`src/rtl/sock_line_fsm.sv`:
```
// Multi-line sock production controller: NUM_LINES lines of LOAD/KNIT/DYE/PACK sharing one dye vat.
// Latency: start to done_o is 10 cycles with defaults, no vat contention, temp_ok and box_ok high.
// Backpressure: lines wait in DYE_WAIT for the vat, DYE freezes while temp_ok is low, PACK waits for box_ok.
module sock_line_fsm #(
  parameter int NUM_LINES = 2,
  parameter int MAT_W     = 3,
  parameter int CNT_W     = 3,
  parameter int KNIT_CYC  = 4,
  parameter int DYE_CYC   = 2
) (
  input  logic                         clk,
  input  logic                         reset,
  input  logic [NUM_LINES-1:0]         start,
  input  logic [NUM_LINES*MAT_W-1:0]   mat,
  input  logic [NUM_LINES-1:0]         stock_ok,
  input  logic                         temp_ok,
  input  logic [NUM_LINES-1:0]         box_ok,
  input  logic [NUM_LINES-1:0]         ack_fault,
  output logic [NUM_LINES*3-1:0]       state_o,
  output logic [NUM_LINES*MAT_W-1:0]   mat_o,
  output logic [NUM_LINES*CNT_W-1:0]   count_o,
  output logic [NUM_LINES-1:0]         done_o,
  output logic [NUM_LINES-1:0]         wrap_o,
  output logic [NUM_LINES-1:0]         fault_o,
  output logic                         vat_busy
);

  localparam logic [2:0] S_IDLE     = 3'b000;
  localparam logic [2:0] S_LOAD     = 3'b001;
  localparam logic [2:0] S_KNIT     = 3'b010;
  localparam logic [2:0] S_DYE_WAIT = 3'b011;
  localparam logic [2:0] S_DYE      = 3'b100;
  localparam logic [2:0] S_PACK     = 3'b101;
  localparam logic [2:0] S_FAULT    = 3'b110;

  localparam int TMAX = (KNIT_CYC > DYE_CYC) ? KNIT_CYC : DYE_CYC;
  localparam int TW   = $clog2(TMAX + 1);
  localparam int PW   = (NUM_LINES > 1) ? $clog2(NUM_LINES) : 1;

  localparam logic [TW-1:0]    KNIT_LOAD = TW'(KNIT_CYC - 1);
  localparam logic [TW-1:0]    DYE_LOAD  = TW'(DYE_CYC - 1);
  localparam logic [CNT_W-1:0] CNT_MAX   = '1;

  logic [NUM_LINES-1:0][2:0]       state_q, state_d;
  logic [NUM_LINES-1:0][TW-1:0]    timer_q, timer_d;
  logic [NUM_LINES-1:0][MAT_W-1:0] mat_q,   mat_d;
  logic [NUM_LINES-1:0][CNT_W-1:0] cnt_q,   cnt_d;
  logic [NUM_LINES-1:0]            done_q,  done_d;
  logic [NUM_LINES-1:0]            wrap_q,  wrap_d;
  logic [PW-1:0]                   ptr_q,   ptr_d;
  logic [NUM_LINES-1:0]            grant;
  logic                            vat_held;
  logic                            found;
  logic [PW-1:0]                   idx;

  // Vat arbiter: the vat counts as free when nobody stays in DYE past this edge,
  // so a waiter can be granted on the same cycle the current dyer moves to PACK.
  always_comb begin
    vat_held = 1'b0;
    found    = 1'b0;
    grant    = '0;
    ptr_d    = ptr_q;
    idx      = '0;
    for (int i = 0; i < NUM_LINES; i++) begin
      if (state_q[i] == S_DYE && !(timer_q[i] == '0 && temp_ok)) vat_held = 1'b1;
    end
    if (!vat_held && temp_ok) begin
      for (int k = 0; k < NUM_LINES; k++) begin
        idx = PW'((int'(ptr_q) + k) % NUM_LINES);
        if (!found && state_q[idx] == S_DYE_WAIT) begin
          grant[idx] = 1'b1;
          found      = 1'b1;
          ptr_d      = PW'((int'(idx) + 1) % NUM_LINES);
        end
      end
    end
  end

  // Per-line next-state, timer, material latch and packed-pair counter.
  always_comb begin
    state_d = state_q;
    timer_d = timer_q;
    mat_d   = mat_q;
    cnt_d   = cnt_q;
    done_d  = '0;
    wrap_d  = '0;
    for (int i = 0; i < NUM_LINES; i++) begin
      case (state_q[i])
        S_IDLE: begin
          if (start[i]) begin
            if (!$onehot(mat[i*MAT_W +: MAT_W])) begin
              state_d[i] = S_FAULT;
              mat_d[i]   = '0;
            end else if (stock_ok[i]) begin
              state_d[i] = S_LOAD;
              mat_d[i]   = mat[i*MAT_W +: MAT_W];
            end
          end
        end
        S_LOAD: begin
          state_d[i] = S_KNIT;
          timer_d[i] = KNIT_LOAD;
        end
        S_KNIT: begin
          // Losing stock outranks the timer expiring on the same cycle.
          if (!stock_ok[i]) begin
            state_d[i] = S_FAULT;
            mat_d[i]   = '0;
          end else if (timer_q[i] == '0) begin
            state_d[i] = S_DYE_WAIT;
          end else begin
            timer_d[i] = timer_q[i] - 1'b1;
          end
        end
        S_DYE_WAIT: begin
          if (grant[i]) begin
            state_d[i] = S_DYE;
            timer_d[i] = DYE_LOAD;
          end
        end
        S_DYE: begin
          // A cold vat simply pauses dyeing; the exit cycle itself must be a warm one.
          if (temp_ok) begin
            if (timer_q[i] == '0) state_d[i] = S_PACK;
            else                  timer_d[i] = timer_q[i] - 1'b1;
          end
        end
        S_PACK: begin
          if (box_ok[i]) begin
            state_d[i] = S_IDLE;
            cnt_d[i]   = cnt_q[i] + 1'b1;
            done_d[i]  = 1'b1;
            wrap_d[i]  = (cnt_q[i] == CNT_MAX);
          end
        end
        S_FAULT: begin
          mat_d[i] = '0;
          if (ack_fault[i]) state_d[i] = S_IDLE;
        end
        default: begin
          state_d[i] = S_IDLE;
        end
      endcase
    end
  end

  // State registers; reset also frees the vat since no line can remain in DYE.
  always_ff @(posedge clk) begin
    if (reset) begin
      state_q <= '0;
      timer_q <= '0;
      mat_q   <= '0;
      cnt_q   <= '0;
      done_q  <= '0;
      wrap_q  <= '0;
      ptr_q   <= '0;
    end else begin
      state_q <= state_d;
      timer_q <= timer_d;
      mat_q   <= mat_d;
      cnt_q   <= cnt_d;
      done_q  <= done_d;
      wrap_q  <= wrap_d;
      ptr_q   <= ptr_d;
    end
  end

  // Output decode: fault and vat status follow the registered state directly.
  always_comb begin
    vat_busy = 1'b0;
    fault_o  = '0;
    for (int i = 0; i < NUM_LINES; i++) begin
      fault_o[i] = (state_q[i] == S_FAULT);
      if (state_q[i] == S_DYE) vat_busy = 1'b1;
    end
  end

  assign state_o = state_q;
  assign mat_o   = mat_q;
  assign count_o = cnt_q;
  assign done_o  = done_q;
  assign wrap_o  = wrap_q;

endmodule

```
`config.mk`:
```
export PLATFORM = sky130hd
export DESIGN_NAME = sock_line_fsm
export DESIGN_NICKNAME = d
export VERILOG_FILES = /design/src/rtl/sock_line_fsm.sv
export SDC_FILE = /design/constraint.sdc
export NUM_CORES = 1
export LEC_CHECK = 0
export BUFFER_PORTS_ARGS = -buffer_cell sky130_fd_sc_hd__buf_2
export CAP_MARGIN = 20
export CORE_UTILIZATION = 57
export DETAILED_ROUTE_END_ITERATION = 10
export HOLD_SLACK_MARGIN = 0.02
export PLACE_DENSITY = 0.89
export SYNTH_ARGS = -nofsm -noshare
export SYNTH_HDL_FRONTEND = slang
export SYNTH_SLANG_ARGS = --single-unit
```
`constraint.sdc`:
```
create_clock -name clk -period 6.35 [get_ports clk]
set_input_delay 0.9525 -clock clk [delete_from_list [all_inputs] [get_ports clk]]
set_output_delay 0.9525 -clock clk [all_outputs]
set_load 0.005 [all_outputs]
```
Word-level counts from Yosys, hierarchy flattened --
Index checks and enable logic that the tools add are counted.
Storage, ports and cells: register bits after elaboration 29, input bits 17, output and inout bits 25, word-level logic and storage cells 168
Cells by class: add/sub/neg operators 10, $lt $le $gt $ge 4, equal/unequal tests 38, muxes and demuxes 64, bitwise operators 5, reductions and logical operators 34
Operators by type and width (number):
- $mux W3 | 40
- $pmux W3 S7 | 2
- $ne A2 B2 Y1 const B | 16
- $eq A3 B3 Y1 const B | 8
- $pmux W3 S4 | 2
- $eq A3 B2 Y1 const B | 6
- $pmux W3 S3 | 2
- $reduce_and A4 Y1 | 4
- $reduce_and A8 Y1 | 2
- $logic_not A3 Y1 | 4
- $mux W1 | 12
- $ne A3 B3 Y1 const B | 4
- $logic_and A1 B1 Y1 | 8
- $mux W2 | 4
- $reduce_bool A4 Y1 | 2
- $add A3 B1 Y3 const B | 2
- $eq A3 B1 Y1 const B | 2
- $reduce_and A2 Y1 | 3
- $reduce_bool A3 Y1 | 2
- $reduce_or A3 Y1 | 2
- $sub A3 B1 Y3 const B | 2
- $add A1 B1 Y2 | 2
- $add A2 B1 Y2 | 2
- $eq A2 B1 Y1 const B | 2
- other kinds (9) | 20

Longest topological paths before layout --
Gate-level depths: netlist (run 1).
word-level depth 15, depth in mapped cells 7, gate-level depth less buffers 7

Least setup slack after synthesis (run 1) --
OpenSTA, ideal clock, no wires.
path type input to register, from input port mat[3], to register state_q (netlist bit state_o[5]), library setup time 0.134 ns, arrival 2.492 ns, data required time 6.216 ns, path slack 3.724 ns, stages on the path 6, buffers on the path 0, cells stage by stage inv_2 fa_1 or3b_1 a2111oi_0 or3b_4 o22ai_1
On the way: word-level cells in the longest chain between the ends 6, elaborated cells between the ends (all ways) 8, those cells by class 2 x add/sub; 2 x eq/ne; 3 x mux; 1 x reduce/logical
RTL lines:
- from (decl) | RTL line 14 | input logic [NUM_LINES*MAT_W-1:0] mat,
- $add A1 B1 Y2 * | RTL line 91 | if (!$onehot(mat[i*MAT_W +: MAT_W])) begin
- $add A2 B1 Y2 * | RTL line 91
- $eq A2 B1 Y1 * | RTL line 91
- $mux W3 | RTL line 91
- $mux W3 | RTL line 90 | if (start[i]) begin
- $pmux W3 S7 | RTL line 88 | case (state_q[i])
- to (signal assigned) | RTL line 158 | state_q <= state_d;
- to (decl) | RTL line 44 | logic [NUM_LINES-1:0][2:0] state_q, state_d;
Every way passes the cells marked *; elsewhere a longest branch is shown, timed or not. The select of a mux whose other input is x is not followed. A chain may end at the register's enable or synchronous reset.

Final worst setup path (run 1) --
from register state_q (netlist bit state_o[5]), to output port vat_busy
On the way: word-level cells in the longest chain between the ends 2
RTL lines:
- $eq A3 B3 Y1 | RTL line 174 | if (state_q[i] == S_DYE) vat_busy = 1'b1;
- $mux W1 | RTL line 174
- to (decl) | RTL line 25 | output logic vat_busy
No other way between the ends.

==> impl_results.md, run 1 <==
* Vias per cell at 5.70
* Sequential share of the synthesized area at 0.318
* Post-synthesis sequential element count at 29
* Tightest Pin Transition at 0.619 ns
* Site Rows at 20
* Class of the tightest hold or removal check: reg2reg
* Leakage power figure at around 0.94 nW
* Worst-Skew Late Latency at roughly 0.33 ns
* HPWL after DPL at between 2 and 3 mm
* Worst slew margin at 0.587
* Yosys synthesis warning count at 0
* Post-Synthesis Mean Instance Area at around 8.5 um^2
* Share of the synthesized area in the top cell type at 0.318
* Worst-path maximum fanout at 14
* Share of synthesized flip-flops with an asynchronous set or reset at 0
* CP bufs+invs at 1
* Buffer count from post-CTS setup fixing at 0
* Clock transition at path regs at roughly 0.10 ns
* Final max-slew violation count at 0
* Unique cell type count in the Yosys netlist at 59
* Global route overflow at 0
* Net count of the finished layout at 279
* Result of the run: completed
* Number of maximum-capacitance constraint violations at 0
* Post-DR wirelength/cell at between 10 and 15 um
* Nets in the synthesized netlist at 242
* Post-CTS sizing at 0
* Cell area after synthesis at 0.00183 mm^2
* Number of I/O pins at 42
* Top area cells in the synthesized netlist: sky130_fd_sc_hd__dfxtp_1 32%, sky130_fd_sc_hd__ha_1 5.5%, sky130_fd_sc_hd__a21oi_1 4.1%
* Drt initial violations at 89
* Dominant synthesized flop cell: sky130_fd_sc_hd__dfxtp_1
* Required @ worst endpoint at between 5 and 6 ns
* Residual DRC at 0
* Number of antenna violations at the first check in global routing at 0
* PnR Total Power at just over 800 uW
* Minimum setup slack in the final design at 3.79 ns
* Ratio of cells with drive above 1 in the final layout at 0.233
* Setup Total Neg Slack at 0 ns
* Cell type of the slowest stage on the worst timing path: sky130_fd_sc_hd__dfxtp_1
* Fill cell count at roughly 280
* Shortest period the worst path allows at approximately 2.6 ns
* Number of hold violations in the final report at 0
* Number of buffers inserted for hold repair after clock tree synthesis at 0
* Layout overhead on the synthesized area at 14.2%
* Final standard cell utilization of the core at 0.684
* Core Footprint at roughly 0.003 mm^2
* Chip height at approximately 60 um
* RD Place Congestion at between 0.8 and 0.9
* Maximum root-to-sink buffer count at 2
* Number of vias after detailed routing at roughly 1700
* Power density over cell area at roughly 400 mW/mm^2
* Arrival time of data at the critical path endpoint at 1.61 ns
* Final WL at slightly below 4 mm
* Antenna diode instance count at 0
* Global-route usage over all layers at 0.245
* CP peak stage delay at approximately 0.62 ns
* Area leader, netlist: sky130_fd_sc_hd__dfxtp_1
* Maximum number of pins on one net before global-route repair at 28
* Maximum VDD drop at about 230 uV
* Endpoints failing setup at 0
* Number of routed nets with antenna violations at 0
* Effective utilization at floorplan at 0.598
* Count of input and output buffers at 41
* Top cell family by delay on the critical path: flip-flops
* RSZ-0062 raised after global routing: false
* Most common cell after layout, fill and taps aside: sky130_fd_sc_hd__buf_2
* Number of flops mapped to enable cells by yosys at 0
* Setup crit end kind: output port
* Most frequent cells in the layout: 41 x sky130_fd_sc_hd__buf_2, 29 x sky130_fd_sc_hd__dfxtp_1, 17 x sky130_fd_sc_hd__nand2_1, 16 x sky130_fd_sc_hd__nor2_1
* Crit start category: flop
* Period utilisation layout at 0.403
* CTS sink count at 29
* Cts bufs inserted at 5
* Instance count of the mapped netlist at 215
* Die area at approximately 0.0034 mm^2
* Worst slack, placed at ~3.4 ns
* Maximum clock skew at final layout at roughly 0.0085 ns
* Crit path cell chain: or3b_1 -> nand2_1 -> buf_2
* Worst setup path category: reg2out
* DIE WIDTH at 58.6 um
* Number of search-and-repair iterations in the first detailed-routing pass at 5
* H-tree depth reported by CTS at 2
* TritonCTS clock tree: yes
* Via count of the first global-routing pass at 1500
* Achievable frequency at just under 400 MHz
* Global-route wire length before repair at between 6 and 7 mm
* Cell chosen for the clock root: sky130_fd_sc_hd__clkbuf_4
flip-flops by register name (all words and copies together) (netlist names):
register	flops
state_o	6
timer_q	6
mat_o	6
done_o	2
count_o	6
wrap_o	2
ptr_q	1
final cells by class:
| type | instances | area [um^2] | area share |
|---|---|---|---|
| multi-input combinational | 155 | 1120 | 0.537 |
| sequential | 29 | 581 | 0.278 |
| timing repair buffer | 41 | 205 | 0.0983 |
| inverter | 20 | 75.1 | 0.0360 |
| tap | 44 | 55.1 | 0.0264 |
| clock buffer | 6 | 41.3 | 0.0198 |
| clock inverter | 2 | 10.0 | 0.00480 |
synthesized netlist by cell type, drive strengths merged, types with 3 or more instances:
cell	n
clkbuf	8
dfxtp	29
a211oi	3
nand2b	5
inv	18
nor2	16
nor2b	6
o21ai	6
nor3	5
or3b	7
a31oi	5
a211o	4
nand2	17
and2	3
buf	3
mux2i	7
ha	8
a21oi	15
o41ai	3
per-stage QoR:
| stage | cells | instance area [um^2] | hold slack, ns |
|---|---|---|---|
| after CTS | 297 | 2090 | 0.456 |
| after detailed placement | 289 | 2040 | 0.443 |
| after global routing | 297 | 2090 | 0.479 |
| after global placement | 289 | 2040 | 0.438 |
| after floorplan | 215 | 1830 | 0.448 |
| final | 297 | 2090 | 0.452 |
cell families (layout without fill, tap and decap cells):
group	after synthesis	in the layout	synth area share
buffers and inverters	31	69	0.0692
AO/OA/AOI/OAI	58	58	0.245
adder cells (fa/ha/maj)	10	10	0.0767
multiplexers	7	7	0.0384
flip-flops	29	29	0.318
XOR/XNOR	4	4	0.0192
AND/OR/NAND/NOR	76	76	0.234
final timing paths:
| check | from | endpoint | slack, ns | depth (start not counted) |
|---|---|---|---|---|
| hold / removal | mat_o[4]$_SDFFE_PP0P_ | mat_o[4]$_SDFFE_PP0P_ | 0.45 | 2 |
| setup / recovery | state_o[5]$_SDFFE_PP0P_ | vat_busy | 3.79 | 3 |
| setup reg to reg | state_o[3]$_SDFFE_PP0P_ | state_o[4]$_SDFFE_PP0P_ | 3.93 | 5 |
| hold reg to reg | mat_o[4]$_SDFFE_PP0P_ | mat_o[4]$_SDFFE_PP0P_ | 0.45 | 2 |
worst reg2reg max path, delay by kind of cell (launching register included):
family / cells / cell delay [ns]
compound gates: 3 / 0.84
simple gates: 2 / 0.77
flops: 1 / 0.73
layer usage:
layer / wire length [um] / track usage / vias to the layer above
li1: - / - / 856
met4: 87 / 0.119 / 0
met2: 1820 / 0.404 / 64
met3: 235 / 0.0615 / 10
met1: 1720 / 0.298 / 763
met5: 0 / 0 / -
power by group:
| group | internal [mW] | switching, mW | total [mW] |
|---|---|---|---|
| Sequential | 0.220 | 0.0817 | 0.302 |
| Clock | 0.0421 | 0.0639 | 0.106 |
| Combinational | 0.195 | 0.226 | 0.421 |
| Total | 0.457 | 0.371 | 0.829 |
Power figures use the tool's default switching activity.
==> run 2: changes to the inputs <==
--- a/config.mk
+++ b/config.mk
@@ -7,10 +7,10 @@
 export LEC_CHECK = 0
 export BUFFER_PORTS_ARGS = -buffer_cell sky130_fd_sc_hd__buf_2
 export CAP_MARGIN = 20
-export CORE_UTILIZATION = 57
+export CORE_UTILIZATION = 48
 export DETAILED_ROUTE_END_ITERATION = 10
 export HOLD_SLACK_MARGIN = 0.02
-export PLACE_DENSITY = 0.89
+export PLACE_DENSITY = 0.8
 export SYNTH_ARGS = -nofsm -noshare
 export SYNTH_HDL_FRONTEND = slang
 export SYNTH_SLANG_ARGS = --single-unit
==> constraint.sdc (replaced) <==
create_clock -name clk -period 2.1 [get_ports clk]
set_input_delay 0.315 -clock clk [delete_from_list [all_inputs] [get_ports clk]]
set_output_delay 0.315 -clock clk [all_outputs]
set_load 0.005 [all_outputs]
==> impl_results.md, run 2 (synthesis results as in run 1) <==
* Antenna diode instance count at 0
* Number of search-and-repair iterations in the first detailed-routing pass at 4
* CP peak stage delay at 0.43 ns
* RD Place Congestion at a little under 0.9
* Worst-path maximum fanout at 3
* Maximum clock skew at final layout at approximately 0.0096 ns
* Class of the tightest hold or removal check: in2reg
* Period utilisation layout at 0.963
* Layout overhead on the synthesized area at 26.6%
* Tightest Pin Transition at 0.510 ns
* Number of hold violations in the final report at 0
* Number of antenna violations at the first check in global routing at 0
* Arrival time of data at the critical path endpoint at ~2.2 ns
* Leakage power figure at about 1.1 nW
* Number of maximum-capacitance constraint violations at 0
* Maximum VDD drop at 1000 uV
* Power density over cell area at ~1300 mW/mm^2
* Site Rows at 22
* Effective utilization at floorplan at 0.499
* Number of I/O pins at 42
* CP bufs+invs at 2
* Drt initial violations at 46
* Final standard cell utilization of the core at 0.632
* Final WL at 4.25 mm
* Number of routed nets with antenna violations at 0
* Ratio of cells with drive above 1 in the final layout at 0.311
* Maximum number of pins on one net before global-route repair at 17
* Crit start category: flop
* DIE WIDTH at ~64 um
* Crit path cell chain: inv_1 -> ha_2 -> nand3b_1 -> a221oi_4 -> o41ai_4 -> or3b_4 -> buf_4 -> o41ai_2
* HPWL after DPL at roughly 3.1 mm
* Vias per cell at roughly 5.5
* Worst slew margin at 0.655
* TritonCTS clock tree: yes
* Achievable frequency at 495 MHz
* Endpoints failing setup at 0
* Required @ worst endpoint at approximately 2.3 ns
* Most common cell after layout, fill and taps aside: sky130_fd_sc_hd__buf_2
* Setup crit end kind: flop
* Cts bufs inserted at 5
* Net count of the finished layout at ~300
* H-tree depth reported by CTS at 2
* Post-DR wirelength/cell at around 13 um
* Core Footprint at 0.00366 mm^2
* Worst-Skew Late Latency at between 0.2 and 0.3 ns
* Most frequent cells in the layout: 41 x sky130_fd_sc_hd__buf_2, 29 x sky130_fd_sc_hd__dfxtp_1, 20 x sky130_fd_sc_hd__buf_4, 17 x sky130_fd_sc_hd__nand2_1, 16 x sky130_fd_sc_hd__nor2_1
* Number of vias after detailed routing at ~1800
* Global-route usage over all layers at 0.218
* Minimum setup slack in the final design at between 0.07 and 0.08 ns
* CTS sink count at 29
* Global-route wire length before repair at between 6 and 7 mm
* Result of the run: completed
* Die area at between 0.004 and 0.005 mm^2
* Worst slack, placed at -0.133 ns
* Via count of the first global-routing pass at between 1500 and 2000
* Fill cell count at between 300 and 400
* Final max-slew violation count at 0
* Clock transition at path regs at approximately 0.070 ns
* Cell type of the slowest stage on the worst timing path: sky130_fd_sc_hd__or3b_4
* Top cell family by delay on the critical path: compound AO/OA/AOI/OAI gates
* Worst setup path category: reg2reg
* Residual DRC at 0
* Count of input and output buffers at 41
* Maximum root-to-sink buffer count at 2
* Chip height at approximately 64 um
* Global route overflow at 0
* Shortest period the worst path allows at about 2.0 ns
* Cell chosen for the clock root: sky130_fd_sc_hd__clkbuf_8
* Number of buffers inserted for hold repair after clock tree synthesis at 0
[run 2: cell types whose count changed in the layout (fill, tap and decap cells not counted), sizes merged]
cell | previous run | this run
buf | 41 | 61
clkbuf | 6 | 5
clkinvlp | 0 | 1
[run 2: worst paths after layout]
kind / startpoint / to / slack (ns) / depth (start not counted)
worst max-delay path: timer_q[4]$_SDFFE_PP0P_ / state_o[3]$_SDFFE_PP0P_ / 0.08 / 8
worst min-delay path: mat[0] / mat_o[0]$_SDFFE_PP0P_ / 0.28 / 3
worst max register to register: timer_q[4]$_SDFFE_PP0P_ / state_o[3]$_SDFFE_PP0P_ / 0.08 / 8
worst min register to register: mat_o[4]$_SDFFE_PP0P_ / mat_o[4]$_SDFFE_PP0P_ / 0.45 / 2
[run 2: through the flow]
stage	cell area [um^2]	cells	hold slack, ns	TNS (ns)	total power, mW
2_1_floorplan	1830	215	0.448	0	1.90
3_3_place_gp	2170	310	0.444	-0.0817	2.35
3_5_place_dp	2170	310	0.441	-0.376	2.39
4_1_cts	2260	318	0.286	0	2.86
5_1_grt	2310	321	0.300	-0.0569	3.25
6_report	2310	321	0.284	0	3.01
[run 2: final cells by class]
type / count / area [um^2] / share of cell area
timing repair buffer: 61 / 355 / 0.154
clock inverter: 3 / 17.5 / 0.00757
clock buffer: 5 / 68.8 / 0.0297
tap: 48 / 60.1 / 0.0260
multi-input combinational: 155 / 1160 / 0.500
inverter: 20 / 75.1 / 0.0324
sequential: 29 / 581 / 0.251
[run 2: repair_timing]
item	4_1_cts	5_1_grt
buffers inserted	0	3
setup endpoints to repair	1	1
resized for setup	1	6
pin swaps	0	3
[run 2: metal layers]
metal  vias up  track usage  share of wire
li1        890            -              -
met1       822        0.253           0.44
met2        47        0.380           0.49
met3         7       0.0580          0.051
met4         0       0.0795          0.014
met5         -            0              0
[run 2: where the power goes]
group	internal, mW	switching, mW
Clock	0.228	0.235
Combinational	0.853	0.931
Sequential	0.667	0.0982
Total	1.75	1.26
[run 2: tightest hold or removal path: stages]
cell and delay, ns:
sky130_fd_sc_hd__buf_2 0.10, sky130_fd_sc_hd__nand2_1 0.05, sky130_fd_sc_hd__mux2i_1 0.06
==> run 3: changes to the inputs <==
--- a/config.mk
+++ b/config.mk
@@ -11,6 +11,7 @@
 export DETAILED_ROUTE_END_ITERATION = 10
 export HOLD_SLACK_MARGIN = 0.02
 export PLACE_DENSITY = 0.8
+export REMOVE_ABC_BUFFERS = 1
 export SYNTH_ARGS = -nofsm -noshare
 export SYNTH_HDL_FRONTEND = slang
 export SYNTH_SLANG_ARGS = --single-unit
==> impl_results.md, run 3 (synthesis results as in run 1) <==
* Setup Total Neg Slack at 0 ns
* Achievable frequency at 491 MHz
* Cells after DPL at between 300 and 400
* Maximum clock skew at final layout at between 0.006 and 0.007 ns
* Shortest period the worst path allows at ~2.0 ns
* Global-route wire length before repair at 7.02 mm
* Maximum VDD drop at 698 uV
* Number of antenna violations at the first check in global routing at 0
* Die area at 0.00406 mm^2
* Number of I/O pins at 42
* Cell type of the slowest stage on the worst timing path: sky130_fd_sc_hd__or3b_4
* Layout overhead on the synthesized area at 23.6%
* Worst setup path category: reg2reg
* Number of search-and-repair iterations in the first detailed-routing pass at 4
* Power density over cell area at between 1000 and 1500 mW/mm^2
* DIE WIDTH at 63.7 um
* Reg2reg setup slack at between 0.06 and 0.07 ns
* Most frequent cells in the layout: 41 x sky130_fd_sc_hd__buf_2, 29 x sky130_fd_sc_hd__dfxtp_1, 17 x sky130_fd_sc_hd__nand2_1, 16 x sky130_fd_sc_hd__nor2_1, 16 x sky130_fd_sc_hd__buf_4
* Via count of the first global-routing pass at between 1500 and 2000
* Maximum root-to-sink buffer count at 2
* Worst-Skew Late Latency at about 0.29 ns
* Ratio of cells with drive above 1 in the final layout at 0.297
* CTS sink count at 29
* Cts bufs inserted at 5
* Number of vias after detailed routing at ~1700
* H-tree depth reported by CTS at 2
* Crit path cell chain: buf_4 -> nor3b_1 -> a221oi_2 -> o41ai_2 -> or3b_4 -> a2111oi_4
* Antenna diode instance count at 0
* Crit start category: flop
* Leakage power figure at between 1 and 1.5 nW
* Count of input and output buffers at 41
* Number of routed nets with antenna violations at 0
* RD Place Congestion at approximately 0.91
* Endpoints failing setup at 0
* Maximum number of pins on one net before global-route repair at 19
* Most common cell after layout, fill and taps aside: sky130_fd_sc_hd__buf_2
* Vias per cell at roughly 5.5
* RSZ-0062 raised after global routing: false
* Period utilisation layout at 0.971
* Chip height at ~64 um
* Number of maximum-capacitance constraint violations at 0
* Net count of the finished layout at approximately 300
* Core Footprint at 0.00366 mm^2
* TritonCTS clock tree: yes
* Arrival time of data at the critical path endpoint at between 2 and 2.5 ns
* Minimum setup slack in the final design at around 0.062 ns
* Number of buffers inserted for hold repair after clock tree synthesis at 0
* PnR Total Power at between 2 and 3 mW
* Number of hold violations in the final report at 0
* Clock transition at path regs at roughly 0.060 ns
* Worst-path maximum fanout at 8
* Effective utilization at floorplan at 0.499
* Tightest Pin Transition at 0.513 ns
* Setup crit end kind: flop
* Residual DRC at 0
* Class of the tightest hold or removal check: in2reg
* Final max-slew violation count at 0
* HPWL after DPL at a little over 3 mm
* Required @ worst endpoint at roughly 2.3 ns
* Cell chosen for the clock root: sky130_fd_sc_hd__clkbuf_8
* Post-DR wirelength/cell at ~13 um
* Number of standard cells in the final layout excluding fillers at between 300 and 400
* Global route overflow at 0
* Result of the run: completed
* Worst hold margin at about 0.3 ns
* Worst slew margin at 0.657
* Site Rows at 22
* Worst slack, placed at -0.107 ns
* CP peak stage delay at 0.43 ns
* Fill cell count at between 300 and 400
* Global-route usage over all layers at 0.219
* Drt initial violations at 110
* Final WL at between 4 and 5 mm
## run 3: worst max-delay path, delay by kind of cell (launching register included)
family | cells | cell delay (ns)
buffers and inverters | 1 | 0.20
AND/OR/NAND/NOR | 2 | 0.51
flip-flops | 1 | 0.41
AO/OA/AOI/OAI | 3 | 0.82
## run 3: repair_timing
| item | CTS | global route |
|---|---|---|
| gates resized for setup | 0 | 6 |
| setup buffers | 0 | 1 |
| endpoints found under the setup margin | 0 | 4 |
## run 3: final timing paths
check	cells past startpoint	endpoint	start
max	6	state_o[4]$_SDFFE_PP0P_	state_o[3]$_SDFFE_PP0P_
min	3	mat_o[1]$_SDFFE_PP0P_	mat[1]
max reg2reg	6	state_o[4]$_SDFFE_PP0P_	state_o[3]$_SDFFE_PP0P_
min reg2reg	2	mat_o[3]$_SDFFE_PP0P_	mat_o[3]$_SDFFE_PP0P_
## run 3: power by group
group / switching (mW) / internal, mW
logic: 0.890 / 0.765
registers: 0.0922 / 0.667
clock network: 0.211 / 0.229
## run 3: cell type report
class,instances,area (um^2),share of cell area
timing repair buffer,57,325,0.144
multi-input combinational,155,1130,0.502
sequential,29,581,0.257
inverter,20,75.1,0.0332
tap,48,60.1,0.0266
clock buffer,6,72.6,0.0321
clock inverter,2,10.0,0.00443
## run 3: metrics by stage
stage	cell area (um^2)	utilization
after global routing	2260	0.617
final	2260	0.617
after detailed placement	2150	0.588
after global placement	2150	0.588
after CTS	2240	0.611
after floorplan	1780	-
## run 3: routing by layer
| layer | up-vias | wire length [um] | global-route usage |
|---|---|---|---|
| met5 | - | 0 | 0 |
| met1 | 808 | 1860 | 0.264 |
| li1 | 881 | - | - |
| met4 | 0 | 55 | 0.0625 |
| met3 | 8 | 188 | 0.0652 |
| met2 | 49 | 1980 | 0.371 |
